--- src/rtl/wb_sram_bridge_64x512_pkg.sv ---
// Shared types and constants for the Wishbone-to-64x512-SRAM bridge.
// Optional read buffer is enabled by defining WB_SRAM_RDBUF_EN.
package wb_sram_pkg;

   typedef enum logic [1:0] {
      IDLE = 2'd0,
      RD   = 2'd1,
      ACK  = 2'd2
   } state_e;

   localparam int ROW_W        = 9;
   localparam int HALF_SEL_BIT = 2;
   localparam int WMASK_W      = 8;

   // A 32-bit bus word lands in the low or high half of a 64-bit row.
   function automatic logic [WMASK_W-1:0] half_mask(input logic h, input logic [3:0] sel);
      return h ? {sel, 4'b0000} : {4'b0000, sel};
   endfunction

endpackage

--- src/rtl/wb_sram_bridge_64x512_if.sv ---
// Wishbone B4 classic slave-side signal bundle for the SRAM bridge.
// A transfer is requested while cyc & stb are high and completes on the single-cycle ack.
interface wb_sram_bridge_64x512_if #(
   parameter int WB_AW = 12
);

   logic             wbs_cyc_i;
   logic             wbs_stb_i;
   logic             wbs_we_i;
   logic [3:0]       wbs_sel_i;
   logic [WB_AW-1:0] wbs_adr_i;
   logic [31:0]      wbs_dat_i;
   logic             wbs_ack_o;
   logic [31:0]      wbs_dat_o;

   modport slave (
      input  wbs_cyc_i, wbs_stb_i, wbs_we_i, wbs_sel_i, wbs_adr_i, wbs_dat_i,
      output wbs_ack_o, wbs_dat_o
   );

   modport master (
      output wbs_cyc_i, wbs_stb_i, wbs_we_i, wbs_sel_i, wbs_adr_i, wbs_dat_i,
      input  wbs_ack_o, wbs_dat_o
   );

endinterface

--- src/rtl/wb_sram_bridge_64x512_rdbuf.sv ---
// One-entry read buffer {valid, row, data}: hit compare, byte merge on write, fill on read.
// Instantiated only when WB_SRAM_RDBUF_EN is defined.
module wb_sram_rdbuf
   import wb_sram_pkg::*;
(
   input  logic               clk_i,
   input  logic               rst_ni,
   input  logic [ROW_W-1:0]   lookup_row_i,
   output logic               hit_o,
   output logic [63:0]        data_o,
   input  logic               fill_en_i,
   input  logic [ROW_W-1:0]   fill_row_i,
   input  logic [63:0]        fill_data_i,
   input  logic               wr_en_i,
   input  logic [ROW_W-1:0]   wr_row_i,
   input  logic [WMASK_W-1:0] wr_mask_i,
   input  logic [63:0]        wr_data_i
);

   logic             valid_q, valid_d;
   logic [ROW_W-1:0] row_q, row_d;
   logic [63:0]      data_q, data_d;

   assign hit_o  = valid_q && (row_q == lookup_row_i);
   assign data_o = data_q;

   always_comb begin
      valid_d = valid_q;
      row_d   = row_q;
      data_d  = data_q;
      if (fill_en_i) begin
         valid_d = 1'b1;
         row_d   = fill_row_i;
         data_d  = fill_data_i;
      end else if (wr_en_i && valid_q && (wr_row_i == row_q)) begin
         // Keep the buffer coherent with the macro row it shadows.
         for (int b = 0; b < WMASK_W; b++) begin
            if (wr_mask_i[b]) data_d[8*b +: 8] = wr_data_i[8*b +: 8];
         end
      end
   end

   always_ff @(posedge clk_i or negedge rst_ni) begin
      if (!rst_ni) begin
         valid_q <= 1'b0;
         row_q   <= '0;
         data_q  <= '0;
      end else begin
         valid_q <= valid_d;
         row_q   <= row_d;
         data_q  <= data_d;
      end
   end

endmodule

--- src/rtl/wb_sram_bridge_64x512.sv ---
// Wishbone B4 classic 32-bit slave in front of a 64x512 1RW SRAM macro.
// Define WB_SRAM_RDBUF_EN to add a one-entry read buffer that short-circuits repeat row reads.
module wb_sram_bridge_64x512
   import wb_sram_pkg::*;
#(
   parameter int SRAM_AW = 10,
   parameter int SRAM_DW = 65,
   parameter int WB_AW   = 12
) (
   input  logic                  wb_clk_i,
   input  logic                  wb_rst_ni,
   wb_sram_bridge_64x512_if.slave wbs,
   output logic                  sram_csb0,
   output logic                  sram_web0,
   output logic [WMASK_W-1:0]    sram_wmask0,
   output logic                  sram_spare_wen0,
   output logic [SRAM_AW-1:0]    sram_addr0,
   output logic [SRAM_DW-1:0]    sram_din0,
   input  logic [SRAM_DW-1:0]    sram_dout0,
   output state_e                dbg_state_o
);

   state_e           state_q, state_d;
   logic [63:0]      rd_q, rd_d;
   logic             h_q, h_d;
   logic [ROW_W-1:0] row_q, row_d;

   logic             req;
   logic             bus_h;
   logic [ROW_W-1:0] bus_row;
   logic             buf_hit;
   logic [63:0]      buf_data;
   logic             fill_en;
   logic             wr_en;

   assign bus_h   = wbs.wbs_adr_i[HALF_SEL_BIT];
   assign bus_row = wbs.wbs_adr_i[WB_AW-1:HALF_SEL_BIT+1];
   assign req     = wbs.wbs_cyc_i && wbs.wbs_stb_i && (state_q != ACK);

   assign sram_wmask0     = half_mask(bus_h, wbs.wbs_sel_i);
   assign sram_addr0      = {{(SRAM_AW-ROW_W){1'b0}}, bus_row};
   assign sram_din0       = {{(SRAM_DW-64){1'b0}}, wbs.wbs_dat_i, wbs.wbs_dat_i};
   assign sram_spare_wen0 = 1'b0;

   assign wbs.wbs_ack_o = (state_q == ACK);
   assign wbs.wbs_dat_o = (state_q == ACK) ? (h_q ? rd_q[63:32] : rd_q[31:0]) : 32'h0;
   assign dbg_state_o   = state_q;

`ifdef WB_SRAM_RDBUF_EN
   wb_sram_rdbuf u_rdbuf (
      .clk_i        (wb_clk_i),
      .rst_ni       (wb_rst_ni),
      .lookup_row_i (bus_row),
      .hit_o        (buf_hit),
      .data_o       (buf_data),
      .fill_en_i    (fill_en),
      .fill_row_i   (row_q),
      .fill_data_i  (sram_dout0[63:0]),
      .wr_en_i      (wr_en),
      .wr_row_i     (bus_row),
      .wr_mask_i    (sram_wmask0),
      .wr_data_i    ({wbs.wbs_dat_i, wbs.wbs_dat_i})
   );
`else
   assign buf_hit  = 1'b0;
   assign buf_data = 64'h0;
   logic rdbuf_unused;
   assign rdbuf_unused = ^{fill_en, wr_en};
`endif

   logic port_unused;
   assign port_unused = ^{sram_dout0[SRAM_DW-1:64], wbs.wbs_adr_i[1:0]};

   // Macro controls are only live while idle; the macro samples them on the next posedge.
   always_comb begin
      state_d   = state_q;
      rd_d      = rd_q;
      h_d       = h_q;
      row_d     = row_q;
      sram_csb0 = 1'b1;
      sram_web0 = 1'b1;
      fill_en   = 1'b0;
      wr_en     = 1'b0;
      case (state_q)
         IDLE: begin
            if (req) begin
               h_d   = bus_h;
               row_d = bus_row;
               if (wbs.wbs_we_i) begin
                  sram_csb0 = 1'b0;
                  sram_web0 = 1'b0;
                  wr_en     = 1'b1;
                  state_d   = ACK;
               end else if (buf_hit) begin
                  rd_d    = buf_data;
                  state_d = ACK;
               end else begin
                  sram_csb0 = 1'b0;
                  state_d   = RD;
               end
            end
         end
         RD: begin
            // dout0 is valid only until shortly after this closing edge.
            if (!wbs.wbs_cyc_i) begin
               state_d = IDLE;
            end else begin
               rd_d    = sram_dout0[63:0];
               fill_en = 1'b1;
               state_d = ACK;
            end
         end
         ACK:     state_d = IDLE;
         default: state_d = IDLE;
      endcase
   end

   always_ff @(posedge wb_clk_i or negedge wb_rst_ni) begin
      if (!wb_rst_ni) begin
         state_q <= IDLE;
         rd_q    <= '0;
         h_q     <= 1'b0;
         row_q   <= '0;
      end else begin
         state_q <= state_d;
         rd_q    <= rd_d;
         h_q     <= h_d;
         row_q   <= row_d;
      end
   end

endmodule

--- src/flat_wrapper.sv ---
// flat-port wrapper written by rule: the top's interface ports become plain ports
module wb_sram_bridge_64x512_flat import wb_sram_pkg::*;
#(
   parameter int SRAM_AW = 10,
   parameter int SRAM_DW = 65,
   parameter int WB_AW   = 12
)
  (wb_clk_i, wb_rst_ni, sram_csb0, sram_web0, sram_wmask0, sram_spare_wen0, sram_addr0, sram_din0, sram_dout0, dbg_state_o, wbs_wbs_cyc_i, wbs_wbs_stb_i, wbs_wbs_we_i, wbs_wbs_sel_i, wbs_wbs_adr_i, wbs_wbs_dat_i, wbs_wbs_ack_o, wbs_wbs_dat_o);
  wb_sram_bridge_64x512_if #(.WB_AW(WB_AW)) wbs_i ();
  input  logic wb_clk_i;
  input  logic wb_rst_ni;
  output logic sram_csb0;
  output logic sram_web0;
  output logic [WMASK_W-1:0] sram_wmask0;
  output logic sram_spare_wen0;
  output logic [SRAM_AW-1:0] sram_addr0;
  output logic [SRAM_DW-1:0] sram_din0;
  input  logic [SRAM_DW-1:0] sram_dout0;
  output state_e dbg_state_o;
  input wire logic [$bits(wbs_i.wbs_cyc_i)-1:0] wbs_wbs_cyc_i;
  input wire logic [$bits(wbs_i.wbs_stb_i)-1:0] wbs_wbs_stb_i;
  input wire logic [$bits(wbs_i.wbs_we_i)-1:0] wbs_wbs_we_i;
  input wire logic [$bits(wbs_i.wbs_sel_i)-1:0] wbs_wbs_sel_i;
  input wire logic [$bits(wbs_i.wbs_adr_i)-1:0] wbs_wbs_adr_i;
  input wire logic [$bits(wbs_i.wbs_dat_i)-1:0] wbs_wbs_dat_i;
  output wire logic [$bits(wbs_i.wbs_ack_o)-1:0] wbs_wbs_ack_o;
  output wire logic [$bits(wbs_i.wbs_dat_o)-1:0] wbs_wbs_dat_o;
  assign wbs_i.wbs_cyc_i = wbs_wbs_cyc_i;
  assign wbs_i.wbs_stb_i = wbs_wbs_stb_i;
  assign wbs_i.wbs_we_i = wbs_wbs_we_i;
  assign wbs_i.wbs_sel_i = wbs_wbs_sel_i;
  assign wbs_i.wbs_adr_i = wbs_wbs_adr_i;
  assign wbs_i.wbs_dat_i = wbs_wbs_dat_i;
  assign wbs_wbs_ack_o = wbs_i.wbs_ack_o;
  assign wbs_wbs_dat_o = wbs_i.wbs_dat_o;
  wb_sram_bridge_64x512 #(.SRAM_AW(SRAM_AW), .SRAM_DW(SRAM_DW), .WB_AW(WB_AW)) u_core (.wb_clk_i(wb_clk_i), .wb_rst_ni(wb_rst_ni), .wbs(wbs_i), .sram_csb0(sram_csb0), .sram_web0(sram_web0), .sram_wmask0(sram_wmask0), .sram_spare_wen0(sram_spare_wen0), .sram_addr0(sram_addr0), .sram_din0(sram_din0), .sram_dout0(sram_dout0), .dbg_state_o(dbg_state_o));
endmodule
--- config.mk ---
export PLATFORM = sky130hd
export DESIGN_NAME = wb_sram_bridge_64x512_flat
export DESIGN_NICKNAME = d
export VERILOG_FILES = /design/src/rtl/wb_sram_bridge_64x512_pkg.sv /design/src/rtl/wb_sram_bridge_64x512_if.sv /design/src/rtl/wb_sram_bridge_64x512_rdbuf.sv /design/src/rtl/wb_sram_bridge_64x512.sv /design/src/flat_wrapper.sv
export SDC_FILE = /design/constraint.sdc
export NUM_CORES = 1
export LEC_CHECK = 0
export BUFFER_PORTS_ARGS = -buffer_cell sky130_fd_sc_hd__buf_2
export CORE_MARGIN = 8
export CORE_UTILIZATION = 38
export CTS_BUF_LIST = sky130_fd_sc_hd__clkbuf_8
export CTS_CLUSTER_DIAMETER = 200
export CTS_CLUSTER_SIZE = 25
export DETAILED_ROUTE_END_ITERATION = 10
export GPL_TIMING_DRIVEN = 0
export PLACE_DENSITY_LB_ADDON = 0.1
export SKIP_CTS_REPAIR_TIMING = 1
export SYNTH_ARGS = -nofsm -noshare
export SYNTH_HDL_FRONTEND = slang
export SYNTH_SLANG_ARGS = --single-unit
export TNS_END_PERCENT = 100
--- constraint.sdc ---
create_clock -name wb_clk_i -period 2.2 [get_ports wb_clk_i]
set_input_delay 0.22 -clock wb_clk_i [delete_from_list [all_inputs] [get_ports wb_clk_i]]
set_output_delay 0.22 -clock wb_clk_i [all_outputs]
set_load 0.01 [all_outputs]
* Yosys cells after proc, flatten, opt, wreduce, memory -nomap -nowiden
Cells that the tools add are included.
** Storage, ports and cells
- Input bits :: 118
- Register bits :: 67
- Logic and storage cells :: 24
** Operators by class
- Eq/ne operators :: 4
- Reduce and logical (&&, ||, !) cells :: 5
- Multiplexer cells :: 12
** Operators with widths (count)
- $mux 32 :: 2
- $mux 8 :: 1
- $mux 2 :: 3
- $mux 1 :: 5
- $pmux 2 s2 :: 1
- $reduce_and 2->1 :: 2
- $eq 2x1->1 const B :: 1
- $eq 2x2->1 const B :: 1
- $logic_and 1x1->1 :: 2
- $logic_not 2->1 :: 1
- $ne 2x1->1 const B :: 1
- $ne 2x2->1 const B :: 1

* Logic depth before layout (Yosys ltp)
Gate-level depths: netlist (run 1).
- Word-level depth :: 4
- Depth in mapped cells :: 4

* Least setup slack after synthesis (run 1)
Ideal clock, no wire load.
- Path kind :: reg2out
- Start point :: register u_core.state_q[0] (netlist: u_core.dbg_state_o[0])
- End point :: output wbs_wbs_dat_o[10]
- Arrival :: 1.128 ns
- Required time :: 1.980 ns
- Cell stages (with the launch flop) :: 5
- Slack :: 0.852 ns
- Path through :: dfrtp_1 > or2b_1 > clkbuf_1 > buf_2 > nor2_1
** Between the ends
- Cells in the longest elaborated chain, start to end :: 2
** Ends and longest elaborated chain
- start: declaration :: RTL line wb_sram_bridge_64x512.sv:23 : state_e state_q, state_d;
- start signal: assignment :: RTL line wb_sram_bridge_64x512.sv:125 : state_q <= state_d;
- $eq 2x2->1 :: RTL line wb_sram_bridge_64x512.sv:46 : assign wbs.wbs_dat_o = (state_q == ACK) ? (h_q ? rd_q[63:32] : rd_q[31:0]) : 32'h0;
- $mux 32 :: RTL line wb_sram_bridge_64x512.sv:46
- end: declaration :: RTL line flat_wrapper.sv:27 : output wire logic [$bits(wbs_i.wbs_dat_o)-1:0] wbs_wbs_dat_o;
No other way between the ends.

* Worst setup path in the final report (run 1)
- Start point :: register u_core.state_q[1] (netlist: u_core.dbg_state_o[1])
- End point :: output wbs_wbs_dat_o[13]
Same word-level chain as after synthesis.

==> results of run 1 <==
-- through the flow --
| step | power, W | instance area, µm² | cells | util [%] |
|---|---|---|---|---|
| 6_report | 0.00410 | 5290 | 650 | 51.9 |
| 5_1_grt | 0.00435 | 5290 | 650 | 51.9 |
| 4_1_cts | 0.00416 | 5290 | 650 | 51.9 |
| 3_5_place_dp | 0.00299 | 5060 | 634 | 49.7 |
| 3_3_place_gp | 0.00296 | 5060 | 634 | 49.7 |
| 2_1_floorplan | 0.00263 | 3930 | 307 | - |
-- cells by family after synthesis --
logic type / count (synthesis) / share of synthesized area (%)
compound gates: 1 / 0.127
buf+inv: 93 / 19.1
flops: 67 / 42.7
mux: 97 / 32.6
other cells: 1 / 0.0956
simple gates: 46 / 5.42
-- where the power goes --
part	switching [W]	internal [W]	total, W
sequential	0.000180	0.00156	0.00174
combinational	0.000428	0.000782	0.00121
clock	0.000480	0.000669	0.00115
total	0.00109	0.00301	0.00410
-- cell type report --
type,count,area (µm²)
fillers,976,4900
repair buffers,191,958
well taps,136,170
multi-input cells,147,1510
plain buffers,91,741
inverters,2,7.51
flip-flops and latches,67,1680
clock inverters,6,88.8
clock buffers,10,138
-- worst min path at each step --
stage	end	slack [ns]	cells after the start
5_1_grt	u_core.dbg_state_o[0]	0.04	2
3_5_place_dp	u_core.rd_q[39]	0.40	1
2_1_floorplan	u_core.dbg_state_o[0]	-0.08	0
6_report	u_core.rd_q[44]	-0.01	1
3_3_place_gp	u_core.dbg_state_o[0]	0.41	2
4_1_cts	u_core.dbg_state_o[1]	0.02	1
-- layer usage --
metal / GRT usage (%) / wire, µm / vias up / part of all wire (%)
li1: - / - / 1343 / -
met5: 0 / 0 / - / 0
met1: 16.7 / 4120 / 1297 / 40
met4: 3.36 / 62 / 0 / 0.61
met2: 25.0 / 5160 / 108 / 50
met3: 6.62 / 889 / 8 / 8.7
-- state kept, by name, indices dropped and copies added, names as in the netlist --
name	count
u_core.rd_q	64
u_core.dbg_state_o	2
u_core.h_q	1
-- critical path, delay by kind of cell (launching register included) --
family	cells	cell delay [ns]
flops	1	0.41
buf+inv	3	0.71
simple gates	2	0.24
-- cells in the final DEF, fill, tap and decap left out --
cell	instances
nand2_1	1
a21oi_1	1
clkinvlp_4	2
buf_6	1
nor2_1	33
mux2_2	5
inv_1	2
clkinv_4	1
and2_1	4
clkinv_2	1
clkbuf_8	10
bufinv_16	2
buf_2	197
and4bb_2	1
or2b_1	1
dfrtp_1	67
nand3b_1	1
nor3b_1	1
conb_1	3
nor2b_1	4
buf_12	6
clkbuf_1	1
mux2i_1	32
mux2_4	60
buf_4	77
==> out/metrics.csv, run 1 <==
metric,value,unit
outcome,"finished, violations left",
violations,negative hold slack,
ff2ff_path_depth,4,
grt_overflow,0,
period_share,87.2,%
cpMostUsedCell,buf_2,
relSlewSlack,42.4,%
avgSynthCellArea,12.9,µm²
htreeDepth,3,
viasPerCell,4.24,
grt_usage,14.8,%
synth_edf_count,0,
synth_flop_cell,dfrtp_1,
hold_class,input pin to asynchronous set/reset pin,
start_util,38.5,%
power_density,776,nW/µm²
fp.dieH,118,µm
fin_skew,0.00605,ns
worstPathRequired,1.98,ns
io_buffers,191,
yosysSeqAreaShare,42.7,%
dpl_worst_slack,0.636,ns
antenna_found_initial,0,
slowest_stage,dfrtp_1,
clk_pin_slew,0.08,ns
drv_slew,0,
yosys.area.top_type_share,42.7,%
fin_tns_setup,0,ns
core_area,10200,µm²
grt_pass1_wl,16700,µm
cpPeakStageDelay,0.41,ns
startpoint,u_core.dbg_state_o[1],
synth.ff_latch_count,67,
chipWidth,118,µm
gp_congestion,0.693,
via_count,2756,
synth.largest_area_cell,dfrtp_1,
synth_area_leaders,"dfrtp_1 (43%), mux2_4 (23%), buf_4 (15%), mux2i_1 (8.2%), nor2_1 (3.2%)",
ios,239,
cts_tree,built,
drt_iter0_markers,44,
syn_inst,305,
timing.final.ws_setup,0.283,ns
async_flop_share,100,%
synthTopCellsByCount,"buf_4 (76), dfrtp_1 (67), mux2_4 (60)",
setup_viol,0,
die-area,13800,µm²
rr_startpoint,u_core.dbg_state_o[1],
wirelength,10200,µm
grt_pass1_vias,3121,
hold_viol,10,
layout-drive-gt1-share,70.6,%
yosysWarningCount,0,
crit_end,wbs_wbs_dat_o[13],
critical_path_arrival,1.70,ns
num_rows,37,
r2r-end,u_core.rd_q[7],
rrSetupSlack,0.84,ns
worst_pin_slew,0.864,ns
crit_type,flip-flop to output pin,
grt_max_degree,68,
cts_buffer_depth,2,
first_pass_iters,4,
worstSetupEndpointType,output pin,
path_cells,or2b_1 > clkbuf_1 > buf_2 > nor2_1 > buf_2,
cts_sinks,67,
max-cap-violations,0,
drcViolationCount,0,
clock_latency,0.34,ns
synth.most_common_cell,buf_4,
synth_cell_types,20,
leakage,3.07,nW
ant_nets,0,
fin_crit,1.92,ns
netlist_area,3920,µm²
worstSetupStartpointType,flip-flop,
syn_to_final_growth,34.7,%
n_antenna_cell,0,
final_nets,627,
path_max_fanout,10,
rsz0062_at_grt,no,
fmax,522,MHz
timing.hold.ws,-0.00974,ns
cts_buffers,9,
cts_root_buf,clkbuf_8,
wl_per_cell,15.7,µm
dp_hpwl,7850,µm
ir_drop,0.000372,V
No activity file was read; power rests on OpenSTA's default activity.
==> inputs of run 2 (changes only) <==
--- a/config.mk
+++ b/config.mk
@@ -6,7 +6,6 @@
 export NUM_CORES = 1
 export LEC_CHECK = 0
 export BUFFER_PORTS_ARGS = -buffer_cell sky130_fd_sc_hd__buf_2
-export CORE_MARGIN = 8
 export CORE_UTILIZATION = 38
 export CTS_BUF_LIST = sky130_fd_sc_hd__clkbuf_8
 export CTS_CLUSTER_DIAMETER = 200
==> run 2 against run 1 <==
  * The flow still finishes with violations (negative hold slack)
  * Die area down 22%
  * Critical path depth unchanged
  * Sequential share of layout area rose by 0.16 points
  * Flip-flop and latch count stayed put
  * Final cell count is 0.46% lower
  * Wire length decreased by 14%
  * Clock-buffer cell count is the same
  * Critical path type unchanged
  * Design area is 0.50% lower
  * Register-to-register slack hardly changed
  * Highest routed layer unchanged
  * Hold slack worse by 0.026 ns
==> out/metrics.csv, run 2 (same netlist as run 1, synthesis figures left out) <==
metric,value,unit
dp_hpwl,6390,µm
ant_nets,0,
crit_end,wbs_wbs_dat_o[14],
num_rows,36,
hold_viol,30,
max-cap-violations,0,
leakage,3.06,nW
die-area,10700,µm²
cts_tree,built,
hold_class,input pin to asynchronous set/reset pin,
swShare,27.5,%
gp_congestion,0.694,
worstSetupEndpointType,output pin,
crit_type,flip-flop to output pin,
n_antenna_cell,0,
setup_viol,0,
cts_buffer_depth,2,
fillers,914,
cp.depth,5,
wl_per_cell,13.5,µm
intPower,0.00290,W
relSlewSlack,43.0,%
cts_sinks,67,
regMostFlops,u_core.rd_q,
fin_skew,0.00991,ns
io_buffers,191,
path_max_fanout,10,
path_cells,or2b_1 > clkbuf_1 > buf_2 > nor2_1 > buf_2,
period_share,85.9,%
critical_path_arrival,1.67,ns
largest_reg_flops,64,
fmax,529,MHz
htreeDepth,3,
grt_overflow,0,
pwr-share-clk,26.5,%
drcViolationCount,0,
p_comb_share,29.9,%
grt_usage,16.6,%
grt_max_degree,68,
layout-drive-gt1-share,70.4,%
viasPerCell,4.29,
cts_buffers,9,
worstPathRequired,1.98,ns
cpMostUsedCell,buf_2,
fin_tns_setup,0,ns
fin_crit,1.89,ns
p_switching,0.00110,W
rr_startpoint,u_core.dbg_state_o[1],
place_area,5060,µm²
final_cell_mix,"buf_2 (197), buf_4 (77), dfrtp_1 (67)",
slowest_stage,dfrtp_1,
clock_latency,0.35,ns
grt_pass1_wl,14100,µm
final_nets,627,
core_area,9910,µm²
cts_root_buf,clkbuf_8,
start_util,39.6,%
outcome,"finished, violations left",
power_frac_seq,43.6,%
cp_top_family,buffers and inverters,
rsz0062_at_grt,no,
chipWidth,104,µm
path_buf_inv,3,
rrSetupSlack,0.83,ns
grt_pass1_vias,2738,
antenna_found_initial,0,
fp.dieH,104,µm
wirelength,8750,µm
cpPeakStageDelay,0.41,ns
ios,239,
postLayoutCoreUtil,53.1,%
drv_slew,0,
ir_drop,0.000333,V
power.total,0.00400,W
first_pass_iters,4,
drt_iter0_markers,66,
power_density,760,nW/µm²
startpoint,u_core.dbg_state_o[1],
r2r-end,u_core.rd_q[18],
ff2ff_path_depth,4,
worstSetupStartpointType,flip-flop,
fin_area,5260,µm²
final_common_cell,buf_2,
syn_to_final_growth,34.1,%
via_count,2778,
timing.hold.ws,-0.0353,ns
clk_pin_slew,0.08,ns
violations,negative hold slack,
worst_pin_slew,0.856,ns
run 2: cell count changes in the layout (fill, tap and decap cells not counted):
cell       delta
clkinv_4      +1
inv_1         +1
bufinv_16     -1
clkinv_2      -1
run 2: per-stage QoR:
| step | instances | worst slack, ns |
|---|---|---|
| after floorplan | 307 | 0.852 |
| after global placement | 631 | 0.537 |
| after detailed placement | 631 | 0.619 |
| after CTS | 647 | 0.223 |
| after global routing | 647 | 0.116 |
| final | 647 | 0.309 |
run 2: worst min path at each step:
stage,to,slack (ns),depth (start not counted)
2_1_floorplan,u_core.dbg_state_o[0],-0.08,0
3_3_place_gp,u_core.dbg_state_o[0],0.41,2
3_5_place_dp,u_core.rd_q[7],0.39,1
4_1_cts,u_core.rd_q[7],0.004,1
5_1_grt,u_core.rd_q[7],0.03,1
6_report,u_core.rd_q[7],-0.04,1
run 2: routing by layer:
metal,global-route usage (%),wire (µm),vias to the layer above
met3,4.47,617,10
met1,20.3,3790,1300
met4,6.42,116,0
met2,27.8,4220,127
met5,0,0,-
li1,-,-,1341
run 2: power groups by stage:
stage	logic, W	registers, W	clock network [W]
6_report	0.00120	0.00174	0.00106
5_1_grt	0.00130	0.00179	0.00115
4_1_cts	0.00122	0.00174	0.00109
3_5_place_dp	0.00121	0.00176	0
3_3_place_gp	0.00120	0.00175	0
2_1_floorplan	0.000920	0.00171	0
run 2: area by class of cell:
cell class / count / area, µm² / area share (%)
Multi-Input combinational cell: 147 / 1510 / 28.6
Sequential cell: 67 / 1680 / 31.9
Timing Repair Buffer: 191 / 958 / 18.2
Buffer: 91 / 741 / 14.1
Inverter: 2 / 7.51 / 0.143
Clock buffer: 10 / 138 / 2.62
Tap cell: 133 / 166 / 3.16
Clock inverter: 6 / 66.3 / 1.26
==> inputs of run 3 (changes only) <==
--- a/config.mk
+++ b/config.mk
@@ -7,12 +7,12 @@
 export LEC_CHECK = 0
 export BUFFER_PORTS_ARGS = -buffer_cell sky130_fd_sc_hd__buf_2
 export CORE_UTILIZATION = 38
-export CTS_BUF_LIST = sky130_fd_sc_hd__clkbuf_8
 export CTS_CLUSTER_DIAMETER = 200
 export CTS_CLUSTER_SIZE = 25
 export DETAILED_ROUTE_END_ITERATION = 10
 export GPL_TIMING_DRIVEN = 0
 export PLACE_DENSITY_LB_ADDON = 0.1
+export SETUP_SLACK_MARGIN = 0.4
 export SKIP_CTS_REPAIR_TIMING = 1
 export SYNTH_ARGS = -nofsm -noshare
 export SYNTH_HDL_FRONTEND = slang
==> run 3 against run 2 <==
  * The flow still finishes with violations (negative hold slack)
  * Combinational power up 8%
  * Setup slack improved by 0.13 ns
  * Power up 2.8%
  * Critical path type unchanged
==> out/metrics.csv, run 3 (same netlist as run 1, synthesis figures left out) <==
metric,value,unit
outcome,"finished, violations left",
violations,negative hold slack,
hold_viol,27,
startpoint,u_core.dbg_state_o[0],
num_rows,36,
grt_max_degree,68,
cts_tree,built,
antenna_found_initial,0,
core_area,9910,µm²
ir_drop,0.000344,V
crit_end,wbs_wbs_dat_o[23],
ff2ff_path_depth,5,
drcViolationCount,0,
setup_viol,0,
leakage,3.09,nW
worstPathRequired,1.98,ns
fin_crit,1.76,ns
rrSetupSlack,0.73,ns
grt_usage,16.6,%
cts_buffer_depth,2,
path_max_fanout,10,
wirelength,8830,µm
crit_type,flip-flop to output pin,
ios,239,
cts_sinks,67,
grt_pass1_wl,14100,µm
clock_latency,0.35,ns
cts_buffers,9,
start_util,39.6,%
first_pass_iters,4,
via_count,2804,
period_share,80.1,%
rsz0062_at_grt,yes,
io_buffers,191,
fin_tns_setup,0,ns
worstSetupStartpointType,flip-flop,
hold_class,input pin to asynchronous set/reset pin,
syn_to_final_growth,38.5,%
fin_skew,0.00992,ns
timing.hold.ws,-0.0496,ns
max-cap-violations,0,
wl_per_cell,13.6,µm
fp.dieH,104,µm
clk_pin_slew,0.08,ns
htreeDepth,3,
cts_root_buf,clkbuf_8,
grt_pass1_vias,2738,
worst_pin_slew,0.860,ns
gp_congestion,0.694,
regMostFlops,u_core.rd_q,
final_common_cell,buf_2,
power_density,756,nW/µm²
drv_slew,0,
largest_reg_flops,64,
chipWidth,104,µm
final_cell_mix,"buf_2 (187), buf_4 (80), dfrtp_1 (67)",
r2r-end,u_core.rd_q[18],
postLayoutCoreUtil,54.8,%
ant_nets,0,
layout-drive-gt1-share,74.6,%
fmax,567,MHz
n_antenna_cell,0,
die-area,10700,µm²
worstSetupEndpointType,output pin,
critical_path_arrival,1.54,ns
dp_hpwl,6390,µm
grt_overflow,0,
rr_startpoint,u_core.dbg_state_o[1],
relSlewSlack,42.6,%
fillers,892,
final_nets,629,
viasPerCell,4.32,
drt_iter0_markers,65,
[run 3: changes by cell type in the layout (fill, tap and decap cells not counted)]
cell      before  now
mux2i_2        0    1
buf_2        197  187
nor2_1        33   15
mux2i_4        0    1
nor2_2         0   16
clkbuf_4       0    1
buf_4         77   80
nor2_4         0    2
buf_12         6    7
buf_8          0    4
buf_6          1    5
mux2i_1       32   30
inv_1          3    2
[run 3: metrics by stage]
stage | cells | total power, W | area (µm²) | setup WS (ns)
after global routing | 649 | 0.00434 | 5430 | 0.342
after detailed placement | 631 | 0.00297 | 5060 | 0.619
after floorplan | 307 | 0.00263 | 3930 | 0.852
final | 649 | 0.00411 | 5430 | 0.437
after CTS | 647 | 0.00405 | 5260 | 0.223
after global placement | 631 | 0.00295 | 5050 | 0.537
[run 3: power breakdown]
| part | internal (W) | total [W] | switching [W] |
|---|---|---|---|
| Clock | 0.000559 | 0.00107 | 0.000510 |
| Combinational | 0.000834 | 0.00129 | 0.000455 |
| Sequential | 0.00156 | 0.00175 | 0.000188 |
| Total | 0.00296 | 0.00411 | 0.00115 |
[run 3: worst max-delay path: stages (launching register included)]
cell     delay [ns]
dfrtp_1        0.41
or2b_1         0.24
buf_6          0.14
buf_8          0.14
nor2_2         0.12
buf_2          0.14
[run 3: layer usage]
| layer | vias up | routed length (µm) | track usage, % |
|---|---|---|---|
| li1 | 1343 | - | - |
| met1 | 1321 | 3760 | 20.3 |
| met2 | 129 | 4340 | 27.8 |
| met3 | 11 | 612 | 4.47 |
| met4 | 0 | 108 | 6.42 |
| met5 | - | 0 | 0 |
[run 3: cell type report]
type                    count  area [µm²]  area share (%)
plain buffers              91         812            14.9
well taps                 133         166            3.06
clock inverters             5        62.6            1.15
clock buffers              11         141            2.60
multi-input cells         147        1580            29.0
inverters                   2        7.51           0.138
repair buffers            193         988            18.2
flip-flops and latches     67        1680            30.9
[run 3: worst min path at each step]
stage / startpoint / end / slack, ns / cells past startpoint
global route: wb_rst_ni / u_core.rd_q[7] / 0.03 / 1
CTS: wb_rst_ni / u_core.rd_q[7] / 0.004 / 1
detailed placement: wb_rst_ni / u_core.rd_q[7] / 0.39 / 1
floorplan: wb_rst_ni / u_core.dbg_state_o[0] / -0.08 / 0
finish: wb_rst_ni / u_core.rd_q[7] / -0.05 / 1
global placement: wbs_wbs_we_i / u_core.dbg_state_o[0] / 0.41 / 2
